**config.mk**
```make
export PLATFORM = sky130hd
export DESIGN_NAME = control_sequencer
export DESIGN_NICKNAME = d
export VERILOG_FILES = /design/src/rtl/control_sequencer.sv
export SDC_FILE = /design/constraint.sdc
export NUM_CORES = 1
export LEC_CHECK = 0
export BUFFER_PORTS_ARGS = -buffer_cell sky130_fd_sc_hd__buf_2
export CAP_MARGIN = 20
export CORE_ASPECT_RATIO = 0.8
export CORE_MARGIN = 2
export CORE_UTILIZATION = 40
export CTS_BUF_LIST = sky130_fd_sc_hd__clkbuf_8
export DETAILED_ROUTE_END_ITERATION = 8
export PLACE_DENSITY = 0.78
export SYNTH_ARGS = -nofsm -noshare
export SYNTH_HDL_FRONTEND = slang
export SYNTH_SLANG_ARGS = --single-unit
```
**constraint.sdc**
```tcl
create_clock -name clock -period 1.5 [get_ports clock]
set_input_delay 0.3 -clock clock [delete_from_list [all_inputs] [get_ports clock]]
set_output_delay 0.3 -clock clock [all_outputs]
set_load 0.02 [all_outputs]
```
**src/rtl/control_sequencer.sv**
```systemverilog
`default_nettype none
// ============================================================================
// Module   : control_sequencer
// Brief    : Hardwired fetch/decode/execute control unit for the 32-bit bus datapath.
// Revision : 1.0
// ============================================================================
module control_sequencer #(
  parameter int OPW  = 5,
  parameter int ALUW = 4
) (
  input  logic            clock,
  input  logic            clear,
  input  logic            run,
  input  logic [31:0]     ir,
  input  logic            mem_ready,
  output logic            pco,
  output logic            pc_inc,
  output logic            mari,
  output logic            mdri,
  output logic            mdro,
  output logic            iri,
  output logic            mem_read,
  output logic            mem_write,
  output logic            gra,
  output logic            grb,
  output logic            grc,
  output logic            rin,
  output logic            rout,
  output logic            baout,
  output logic            ryi,
  output logic            rzli,
  output logic            rzlo,
  output logic            csigno,
  output logic            ipo,
  output logic            opi,
  output logic            hio,
  output logic            loo,
  output logic [ALUW-1:0] alu_op,
  output logic [3:0]      step,
  output logic            halted,
  output logic            illegal
);

  typedef enum logic [3:0] {
    S_IDLE = 4'd0,  S_T0 = 4'd1, S_T1 = 4'd2, S_T2 = 4'd3, S_T3 = 4'd4,
    S_T4   = 4'd5,  S_T5 = 4'd6, S_T6 = 4'd7, S_T7 = 4'd8, S_HALT = 4'd15
  } state_t;

  localparam logic [OPW-1:0] c_OP_LD   = OPW'(0);
  localparam logic [OPW-1:0] c_OP_LDI  = OPW'(1);
  localparam logic [OPW-1:0] c_OP_ST   = OPW'(2);
  localparam logic [OPW-1:0] c_OP_ADD  = OPW'(3);
  localparam logic [OPW-1:0] c_OP_SUB  = OPW'(4);
  localparam logic [OPW-1:0] c_OP_AND  = OPW'(5);
  localparam logic [OPW-1:0] c_OP_OR   = OPW'(6);
  localparam logic [OPW-1:0] c_OP_ADDI = OPW'(12);
  localparam logic [OPW-1:0] c_OP_IN   = OPW'(22);
  localparam logic [OPW-1:0] c_OP_OUT  = OPW'(23);
  localparam logic [OPW-1:0] c_OP_MFHI = OPW'(24);
  localparam logic [OPW-1:0] c_OP_MFLO = OPW'(25);
  localparam logic [OPW-1:0] c_OP_NOP  = OPW'(26);
  localparam logic [OPW-1:0] c_OP_HALT = OPW'(27);

  localparam logic [ALUW-1:0] c_ALU_ADD = ALUW'(0);
  localparam logic [ALUW-1:0] c_ALU_SUB = ALUW'(1);
  localparam logic [ALUW-1:0] c_ALU_AND = ALUW'(2);
  localparam logic [ALUW-1:0] c_ALU_OR  = ALUW'(3);

  state_t         r_state, w_next;
  logic [OPW-1:0] r_opcode;
  logic           r_illegal;
  logic [OPW-1:0] w_ir_op;
  logic           w_ir_legal;
  state_t         w_end;
  logic           w_unused_ir;

  assign w_ir_op     = ir[31:32-OPW];
  assign w_unused_ir = ^ir[31-OPW:0];
  assign w_end       = run ? S_T0 : S_IDLE;

  always_comb begin
    w_ir_legal = 1'b0;
    case (w_ir_op)
      c_OP_LD, c_OP_LDI, c_OP_ST, c_OP_ADD, c_OP_SUB, c_OP_AND, c_OP_OR,
      c_OP_ADDI, c_OP_IN, c_OP_OUT, c_OP_MFHI, c_OP_MFLO, c_OP_NOP,
      c_OP_HALT: w_ir_legal = 1'b1;
      default:   w_ir_legal = 1'b0;
    endcase
  end

  always_ff @(posedge clock) begin
    if (clear) begin
      r_state   <= S_IDLE;
      r_opcode  <= '0;
      r_illegal <= 1'b0;
    end else begin
      r_state <= w_next;
      if (r_state == S_T2) begin
        r_opcode <= w_ir_op;
        if (!w_ir_legal) r_illegal <= 1'b1;
      end
    end
  end

  // Decode at T2 looks at ir directly because the opcode latches on that same edge.
  always_comb begin
    w_next = r_state;
    case (r_state)
      S_IDLE: if (run) w_next = S_T0;
      S_T0:   w_next = S_T1;
      S_T1:   if (mem_ready) w_next = S_T2;
      S_T2: begin
        if (!w_ir_legal || w_ir_op == c_OP_NOP) w_next = w_end;
        else if (w_ir_op == c_OP_HALT)          w_next = S_HALT;
        else                                    w_next = S_T3;
      end
      S_T3: begin
        if (r_opcode == c_OP_IN || r_opcode == c_OP_OUT ||
            r_opcode == c_OP_MFHI || r_opcode == c_OP_MFLO) w_next = w_end;
        else                                                w_next = S_T4;
      end
      S_T4:   w_next = S_T5;
      S_T5:   w_next = (r_opcode == c_OP_LD || r_opcode == c_OP_ST) ? S_T6 : w_end;
      S_T6:   if (r_opcode != c_OP_LD || mem_ready) w_next = S_T7;
      S_T7:   if (r_opcode != c_OP_ST || mem_ready) w_next = w_end;
      S_HALT: w_next = S_HALT;
      default: w_next = S_IDLE;
    endcase
  end

  always_comb begin
    pco = 1'b0; pc_inc = 1'b0; mari = 1'b0; mdri = 1'b0; mdro = 1'b0; iri = 1'b0;
    mem_read = 1'b0; mem_write = 1'b0; gra = 1'b0; grb = 1'b0; grc = 1'b0;
    rin = 1'b0; rout = 1'b0; baout = 1'b0; ryi = 1'b0; rzli = 1'b0; rzlo = 1'b0;
    csigno = 1'b0; ipo = 1'b0; opi = 1'b0; hio = 1'b0; loo = 1'b0;
    alu_op = c_ALU_ADD;
    case (r_state)
      S_T0: begin pco = 1'b1; mari = 1'b1; pc_inc = 1'b1; end
      S_T1: begin mem_read = 1'b1; mdri = mem_ready; end
      S_T2: begin mdro = 1'b1; iri = 1'b1; end
      S_T3: begin
        case (r_opcode)
          c_OP_LD, c_OP_LDI, c_OP_ST: begin grb = 1'b1; baout = 1'b1; ryi = 1'b1; end
          c_OP_ADD, c_OP_SUB, c_OP_AND, c_OP_OR, c_OP_ADDI: begin
            grb = 1'b1; rout = 1'b1; ryi = 1'b1;
          end
          c_OP_IN:   begin ipo = 1'b1; gra = 1'b1; rin = 1'b1; end
          c_OP_OUT:  begin gra = 1'b1; rout = 1'b1; opi = 1'b1; end
          c_OP_MFHI: begin hio = 1'b1; gra = 1'b1; rin = 1'b1; end
          c_OP_MFLO: begin loo = 1'b1; gra = 1'b1; rin = 1'b1; end
          default: ;
        endcase
      end
      S_T4: begin
        case (r_opcode)
          c_OP_LD, c_OP_LDI, c_OP_ST, c_OP_ADDI: begin csigno = 1'b1; rzli = 1'b1; end
          c_OP_ADD: begin grc = 1'b1; rout = 1'b1; rzli = 1'b1; end
          c_OP_SUB: begin grc = 1'b1; rout = 1'b1; rzli = 1'b1; alu_op = c_ALU_SUB; end
          c_OP_AND: begin grc = 1'b1; rout = 1'b1; rzli = 1'b1; alu_op = c_ALU_AND; end
          c_OP_OR:  begin grc = 1'b1; rout = 1'b1; rzli = 1'b1; alu_op = c_ALU_OR; end
          default: ;
        endcase
      end
      S_T5: begin
        rzlo = 1'b1;
        if (r_opcode == c_OP_LD || r_opcode == c_OP_ST) mari = 1'b1;
        else begin gra = 1'b1; rin = 1'b1; end
      end
      S_T6: begin
        // st loads MDR from the bus, so mem_read stays low and mdri needs no handshake.
        if (r_opcode == c_OP_LD) begin mem_read = 1'b1; mdri = mem_ready; end
        else if (r_opcode == c_OP_ST) begin gra = 1'b1; rout = 1'b1; mdri = 1'b1; end
      end
      S_T7: begin
        if (r_opcode == c_OP_LD) begin mdro = 1'b1; gra = 1'b1; rin = 1'b1; end
        else if (r_opcode == c_OP_ST) mem_write = 1'b1;
      end
      default: ;
    endcase
  end

  assign step    = r_state;
  assign halted  = (r_state == S_HALT);
  assign illegal = r_illegal;

endmodule
`default_nettype wire

```
==> impl_metrics.py, run 1 <==
metrics = {
    "timing": {
        "repair-timing-grt-worst-ep": "gra",
        "worst-ep-kind": "top-level output",
    },
    "logic_synthesis": {
        "synth_cells": 160,
        "ys_warn_count": 0,
        "synth_top_area_cell": "dfxtp_1",
        "synth.area.top_cells": "dfxtp_1 (18%), nand2_1 (7.2%), a21oi_1 (6.8%), o21ai_0 (5.0%), buf_2 (4.1%)",
        "netlist-cell-type-count": 49,
        "netlist_area_um2": 1100,
        "ys_ff_latch": 10,
        "synth-seq-area-share_pct": 18.2,
        "synth_area_per_cell_um2": 6.87,
        "ys.flop_type": "dfxtp_1",
        "yosysTopAreaCellShare_pct": 18.2,
        "synth_edf_count": 0,
        "async_flop_share_pct": 0,
    },
    "die": {
        "rows": 16,
        "fp.dieW_um": 62.6,
        "initial_utilization_pct": 43.6,
        "io_pins": 68,
        "die_height_um": 50.9,
    },
    "clock_network": {
        "clkSinkCount": 10,
        "numCtsBuffers": 3,
        "cts_buffer_depth": 2,
        "root_buffer": "clkbuf_8",
        "htree_levels": 1,
        "ctsHoldBuffers": 0,
    },
    "grt": {
        "grt_max_degree": 12,
        "antenna_found_initial": 0,
    },
    "placed_design": {
        "dp_slack_ns": -0.276,
        "dp.cells": 257,
        "io_buffers": 38,
        "hpwl_mm": 3.10,
        "place_congestion": 0.921,
    },
    "run_status": {
        "status": "stopped before the end",
        "firstError": "[ERROR DPL-0033] detailed placement checks failed during check placement.",
        "haltStage": "global routing (5_1_grt)",
    },
}
## cell usage after synthesis, drive strengths merged (3+ instances only)
library cell / number
a21oi: 16
inv: 6
dfxtp: 10
nand3b: 3
and3: 3
and2: 3
nor3b: 3
nand3: 4
nor4: 3
xnor2: 4
o21ai: 14
nand2: 21
buf: 13
nor3: 9
nor2: 11
nand2b: 5
## cell families after synthesis
logic type	count (synthesis)	synth area share (%)
buffers and inverters	21	9.80
AND/OR/NAND/NOR	75	38.3
other	1	0.341
multiplexers	1	1.02
flip-flops	10	18.2
XOR/XNOR	4	3.19
AO/OA/AOI/OAI	48	29.2
## per-stage QoR
step / instance area (µm²) / TNS, ns
floorplan: 1320 / -0.681
global placement: 1740 / -1.72
detailed placement: 1740 / -2.78
CTS: 2180 / -7.50
## repair_timing
| action | CTS |
|---|---|
| gates resized for setup | 80 |
| setup buffers | 13 |
| endpoints found under the setup margin | 29 |
| pin swaps | 18 |
==> run 2: changes to the inputs <==
==> config.mk (replaced) <==
export PLATFORM = sky130hd
export DESIGN_NAME = control_sequencer
export DESIGN_NICKNAME = d
export VERILOG_FILES = /design/src/rtl/control_sequencer.sv
export SDC_FILE = /design/constraint.sdc
export NUM_CORES = 1
export LEC_CHECK = 0
export BUFFER_PORTS_ARGS = -buffer_cell sky130_fd_sc_hd__buf_2
export CAP_MARGIN = 20
export CORE_AREA = 2 2 63 65
export DETAILED_ROUTE_END_ITERATION = 8
export DIE_AREA = 0 0 65 67
export PLACE_DENSITY_LB_ADDON = 0.15
export SYNTH_ARGS = -nofsm -noshare
export SYNTH_HDL_FRONTEND = slang
export SYNTH_SLANG_ARGS = --single-unit
==> constraint.sdc (replaced) <==
create_clock -name clock -period 2 [get_ports clock]
set_input_delay 0.4 -clock clock [delete_from_list [all_inputs] [get_ports clock]]
set_output_delay 0.4 -clock clock [all_outputs]
set_load 0.02 [all_outputs]
==> run 2 against run 1 <==
The flow now finishes, with violations (negative setup slack); synthesized cell count unchanged; area after synthesis unchanged.
==> impl_metrics.py, run 2 <==
metrics = {
    "flow_run": {
        "maxCapViolCount": 0,
    },
    "logic_synthesis": {
        "ys.flop_type": "dfxtp_1",
        "synth.area.top_cells": "dfxtp_1 (18%), nand2_1 (7.2%), a21oi_1 (6.8%), o21ai_0 (5.0%), buf_2 (4.1%)",
        "synth_edf_count": 0,
        "synthTopCellsByCount": "nand2_1 (21), a21oi_1 (15), nor2_1 (11), o21ai_0 (11), dfxtp_1 (10)",
        "netlist-cell-type-count": 49,
        "yosysTopAreaCellShare_pct": 18.2,
        "synth_cells": 160,
        "synth-seq-area-share_pct": 18.2,
        "synth_top_area_cell": "dfxtp_1",
        "yosysMostFrequentCell": "nand2_1",
        "ys_ff_latch": 10,
        "async_flop_share_pct": 0,
        "synth_area_per_cell_um2": 6.87,
        "ys_warn_count": 0,
        "netlist_area_um2": 1100,
    },
    "timing": {
        "rsz0062_at_grt": "yes",
        "setup_viol": 1,
        "fmax_ghz": 0.491,
        "fin_skew_ns": 0.000636,
        "period_share_pct": 102,
        "setup_slack_ns": -0.0350,
        "period_needed_ns": 2.03,
        "slew_viol_final": 0,
        "setup_tns_ns": -0.0350,
        "hold_viol": 0,
    },
    "routing": {
        "via_per_inst": 5.10,
        "ant_nets": 0,
        "routed_wl_mm": 3.24,
        "drc": 0,
        "initialDrtViolationCount": 104,
        "drt_pass1_iterations": 4,
        "wl_per_cell_um": 12.9,
        "dr_total_vias": 1286,
    },
    "finish": {
        "fin_util_pct": 43.4,
        "layout-drive-gt1-share_pct": 43.6,
        "antennaDiodeCount": 0,
        "largest_reg_flops": 5,
        "final_cell_mix": "buf_2 (33), nand2_1 (20), buf_4 (18)",
        "nNetsFinal": 241,
        "regMostFlops": "r_opcode",
        "syn_to_final_growth_pct": 42.6,
        "final_common_cell": "buf_2",
    },
    "grt": {
        "grt_pass1_vias": 1189,
        "grt_usage_pct": 15.9,
        "antenna_found_initial": 0,
        "grt_overflow": 0,
        "grt_pass1_wl_mm": 5.52,
        "grt_max_degree": 13,
    },
    "clock_network": {
        "htree_levels": 1,
        "numCtsBuffers": 3,
        "cts_tree": "done",
        "clock_latency_ns": 0.23,
        "clkSinkCount": 10,
        "path_clk_slew_ns": 0.05,
        "root_buffer": "clkbuf_8",
        "cts_buffer_depth": 2,
    },
    "run_status": {
        "status": "finished, violations left",
        "violations": "negative setup slack",
    },
    "placed_design": {
        "dp_slack_ns": 0.130,
        "io_buffers": 38,
        "place_congestion": 0.780,
        "hpwl_mm": 2.58,
    },
    "die": {
        "initial_utilization_pct": 30.5,
        "fp.dieW_um": 65,
        "rows": 22,
        "core_area_um2": 3610,
        "io_pins": 68,
        "dieArea_um2": 4360,
        "die_height_um": 67,
    },
    "worst_setup_path": {
        "r2r-end": "step[3]",
        "critPathCaptureType": "output pin",
        "required_ns": 1.60,
        "startpoint_type": "register",
        "critPathCapture": "gra",
        "crit_type": "register to output pin",
        "worst_ep_arrival_time_ns": 1.63,
        "startpoint": "r_opcode[4]",
        "r2r_setup_slack_ns": 0.21,
        "worst-path-max-fanout": 7,
        "r2r_cells": 5,
        "reg2reg_from": "r_opcode[4]",
    },
    "pwr": {
        "ir_drop_mv": 0.467,
        "power.leakage_nw": 0.713,
        "power_density_nw_per_um2": 873,
    },
    "hold_path": {
        "hold_path.class": "input port to register",
    },
}
==> run 2: layer usage <==
metal	wire length [µm]	global-route usage [%]	share of wire (%)
met3	132	1.52	4.1
met4	73	8.51	2.3
met2	1470	25.1	45
met5	0	0	0
met1	1570	21.2	48
==> run 2: how the worst min path moves through the flow <==
| stage | end | cells past startpoint | slack (ns) | startpoint |
|---|---|---|---|---|
| floorplan | r_opcode[4] | 2 | 0.49 | r_opcode[4] |
| global placement | illegal | 2 | 0.45 | illegal |
| detailed placement | illegal | 2 | 0.49 | illegal |
| CTS | r_opcode[0] | 3 | 0.45 | ir[27] |
| global route | r_opcode[1] | 3 | 0.47 | ir[28] |
| finish | r_opcode[0] | 3 | 0.44 | ir[27] |
==> run 2: stage by stage <==
| stage | cell area, µm² | instances | hold WS (ns) | power, W |
|---|---|---|---|---|
| 5_1_grt | 1570 | 252 | 0.465 | 0.00148 |
| 4_1_cts | 1480 | 252 | 0.450 | 0.00133 |
| 3_3_place_gp | 1400 | 247 | 0.452 | 0.00105 |
| 2_1_floorplan | 1120 | 161 | 0.491 | 0.000843 |
| 6_report | 1570 | 252 | 0.443 | 0.00137 |
| 3_5_place_dp | 1400 | 247 | 0.487 | 0.00106 |
==> run 2: cell type report <==
class	instances	area, µm²
well taps	48	60.1
fillers	374	2040
clock buffers	4	55.1
inverters	6	25.0
multi-input cells	130	872
flip-flops and latches	10	220
repair buffers	54	334
==> run 2: worst max-delay path, stage by stage (launching register included) <==
cell and delay, ns:
dfxtp_4 0.36, or4_4 0.55, nand2_2 0.08, nand3_2 0.07, or2_1 0.22, buf_6 0.13
==> run 2: cell families after synthesis <==
kind of cell / count (synthesis) / synth area share, %
AND/OR/NAND/NOR: 75 / 38.3
other: 1 / 0.341
AO/OA/AOI/OAI: 48 / 29.2
XOR/XNOR: 4 / 3.19
flip-flops: 10 / 18.2
multiplexers: 1 / 1.02
buffers and inverters: 21 / 9.80
==> run 2: what timing repair did <==
action                                  in CTS  in global routing
hold buffers                                 0                  0
endpoints found under the setup margin       7                 15
buffers inserted                             1                  0
cloned                                       0                  0
resized for setup                            7                 25
pin swaps                                    1                  4
==> run 2: power breakdown <==
group	leakage [nW]	internal (W)	total (W)	switching [W]
clock	0.0288	0.000173	0.000249	0.0000760
sequential	0.0860	0.000243	0.000305	0.0000620
combinational	0.598	0.000332	0.000814	0.000482
total	0.713	0.000748	0.00137	0.000620
No activity file was read; power rests on OpenSTA's default activity.
==> run 3: changes to the inputs <==
--- a/config.mk
+++ b/config.mk
@@ -5,6 +5,7 @@
 export SDC_FILE = /design/constraint.sdc
 export NUM_CORES = 1
 export LEC_CHECK = 0
+export ABC_AREA = 1
 export BUFFER_PORTS_ARGS = -buffer_cell sky130_fd_sc_hd__buf_2
 export CAP_MARGIN = 20
 export CORE_AREA = 2 2 63 65
==> run 3 against run 2 <==
The run now ends clean; setup slack better by 0.089 ns; highest routed layer unchanged; fmax grew 4.5%; power decreased by 19%; critical path depth up 2; clock power shrank 21%; largest cell class unchanged.
==> impl_metrics.py, run 3 <==
metrics = {
    "run_status": {
        "status": "finished clean",
    },
    "finish": {
        "syn_to_final_growth_pct": 41.2,
        "regMostFlops": "r_opcode",
        "final_common_cell": "buf_2",
        "final_cell_mix": "buf_2 (35), nand2_1 (34), inv_1 (21)",
        "nNetsFinal": 249,
        "largest_reg_flops": 5,
        "layout-drive-gt1-share_pct": 42.7,
        "antennaDiodeCount": 0,
    },
    "timing": {
        "slew_viol_final": 0,
        "setup_slack_ns": 0.0536,
        "hold_viol": 0,
        "fin_skew_ns": 0.00218,
        "setup_tns_ns": 0,
        "fmax_ghz": 0.514,
        "rsz0062_at_grt": "yes",
        "period_share_pct": 97.3,
        "setup_viol": 0,
        "period_needed_ns": 1.95,
    },
    "grt": {
        "grt_usage_pct": 13.6,
        "antenna_found_initial": 0,
        "grt_pass1_wl_mm": 4.68,
        "grt_max_degree": 8,
        "grt_pass1_vias": 1067,
        "grt_overflow": 0,
    },
    "placed_design": {
        "place_congestion": 0.773,
        "hpwl_mm": 2.30,
        "io_buffers": 38,
        "dp_slack_ns": 0.114,
    },
    "logic_synthesis": {
        "synth.area.top_cells": "dfxtp_1 (21%), nand2_1 (14%), inv_1 (10%), nor2_1 (7.7%), nand3_1 (5.9%)",
        "yosysTopAreaCellShare_pct": 21.5,
        "ys_warn_count": 0,
        "synth_cells": 165,
        "ys.flop_type": "dfxtp_1",
        "synth_top_area_cell": "dfxtp_1",
        "netlist_area_um2": 932,
        "async_flop_share_pct": 0,
        "synth-seq-area-share_pct": 21.5,
        "netlist-cell-type-count": 24,
        "yosysMostFrequentCell": "nand2_1",
        "synthTopCellsByCount": "nand2_1 (34), inv_1 (25), nor2_1 (19)",
        "ys_ff_latch": 10,
        "synth_edf_count": 0,
        "synth_area_per_cell_um2": 5.65,
    },
    "flow_run": {
        "maxCapViolCount": 0,
    },
    "die": {
        "rows": 22,
        "fp.dieW_um": 65,
        "die_height_um": 67,
        "io_pins": 68,
        "dieArea_um2": 4360,
        "initial_utilization_pct": 25.9,
        "core_area_um2": 3610,
    },
    "worst_setup_path": {
        "critPathCaptureType": "output pin",
        "startpoint_type": "register",
        "worst_ep_arrival_time_ns": 1.55,
        "startpoint": "r_opcode[0]",
        "r2r_cells": 9,
        "reg2reg_from": "step[0]",
        "crit_type": "register to output pin",
        "required_ns": 1.60,
        "worst-path-max-fanout": 7,
    },
    "clock_network": {
        "cts_tree": "done",
        "htree_levels": 1,
        "cts_buffer_depth": 2,
        "clock_latency_ns": 0.23,
        "root_buffer": "clkbuf_8",
        "clkSinkCount": 10,
        "path_clk_slew_ns": 0.04,
        "numCtsBuffers": 3,
    },
    "routing": {
        "wl_per_cell_um": 10.7,
        "dr_total_vias": 1160,
        "routed_wl_mm": 2.76,
        "ant_nets": 0,
        "drc": 0,
        "drt_pass1_iterations": 4,
        "initialDrtViolationCount": 33,
        "via_per_inst": 4.48,
    },
    "pwr": {
        "power.leakage_nw": 0.751,
        "ir_drop_mv": 0.306,
        "power.total_w": 0.00111,
        "power_density_nw_per_um2": 841,
    },
    "hold_path": {
        "hp-start": "clear",
        "hold_path.class": "input port to register",
        "hold_depth": 2,
    },
}
[run 3: critical path, cell delays in order, from the launching register on]
cell and delay [ns]:
dfxtp_4 0.38, inv_1 0.10, nand3_2 0.13, inv_2 0.03, nand2_1 0.09, nor2_1 0.07, or3_1 0.38, buf_6 0.14
[run 3: worst paths after layout]
check,endpoint,slack (ns)
worst max-delay path,gra,0.05
worst min-delay path,step[0],0.39
worst max register to register,step[0],0.50
worst min register to register,illegal,0.47
[run 3: layout make-up]
class	count	area [µm²]
fill	432	2290
multi-input combinational	122	621
timing repair buffer	47	269
sequential	10	216
inverter	29	109
tap	48	60.1
clock buffer	3	41.3
[run 3: layer usage]
| layer | up-vias | part of all wire, % | wire length (µm) | track usage (%) |
|---|---|---|---|---|
| met5 | - | 0 | 0 | 0 |
| met4 | 0 | 0.51 | 14 | 5.32 |
| met1 | 507 | 49 | 1360 | 19.0 |
| met3 | 2 | 6.2 | 170 | 1.86 |
| li1 | 616 | - | - | - |
| met2 | 35 | 44 | 1210 | 21.1 |
[run 3: where the power goes]
group          internal (W)  switching, W  total, W  leakage, nW
sequential         0.000246     0.0000586  0.000304       0.0859
combinational      0.000209      0.000397  0.000606        0.643
clock              0.000131     0.0000660  0.000197       0.0216
[run 3: what timing repair did]
action | CTS | global route
setup buffers | 2 | 2
gates resized for setup | 10 | 15
cloned | 0 | 0
hold buffers | 0 | 0
endpoints found under the setup margin | 2 | 8
pin swaps | 1 | 1
[run 3: through the flow]
stage / utilization [%] / instance area, µm² / hold slack, ns / instances
finish: 36.5 / 1320 / 0.391 / 259
global route: 36.5 / 1320 / 0.404 / 259
CTS: 35.1 / 1270 / 0.388 / 257
detailed placement: 33.2 / 1200 / 0.465 / 252
global placement: 33.2 / 1200 / 0.458 / 252
floorplan: - / 947 / 0.469 / 166
[run 3: logic make-up (layout without fill, tap and decap cells)]
family / count (synthesis) / after routing / share of synthesized area, %
AOI/OAI and AO/OA: 24 / 24 / 13.8
buffers and inverters: 34 / 79 / 15.7
DFF: 10 / 10 / 21.5
other: 1 / 2 / 0.402
and+or+nand+nor: 96 / 96 / 48.6
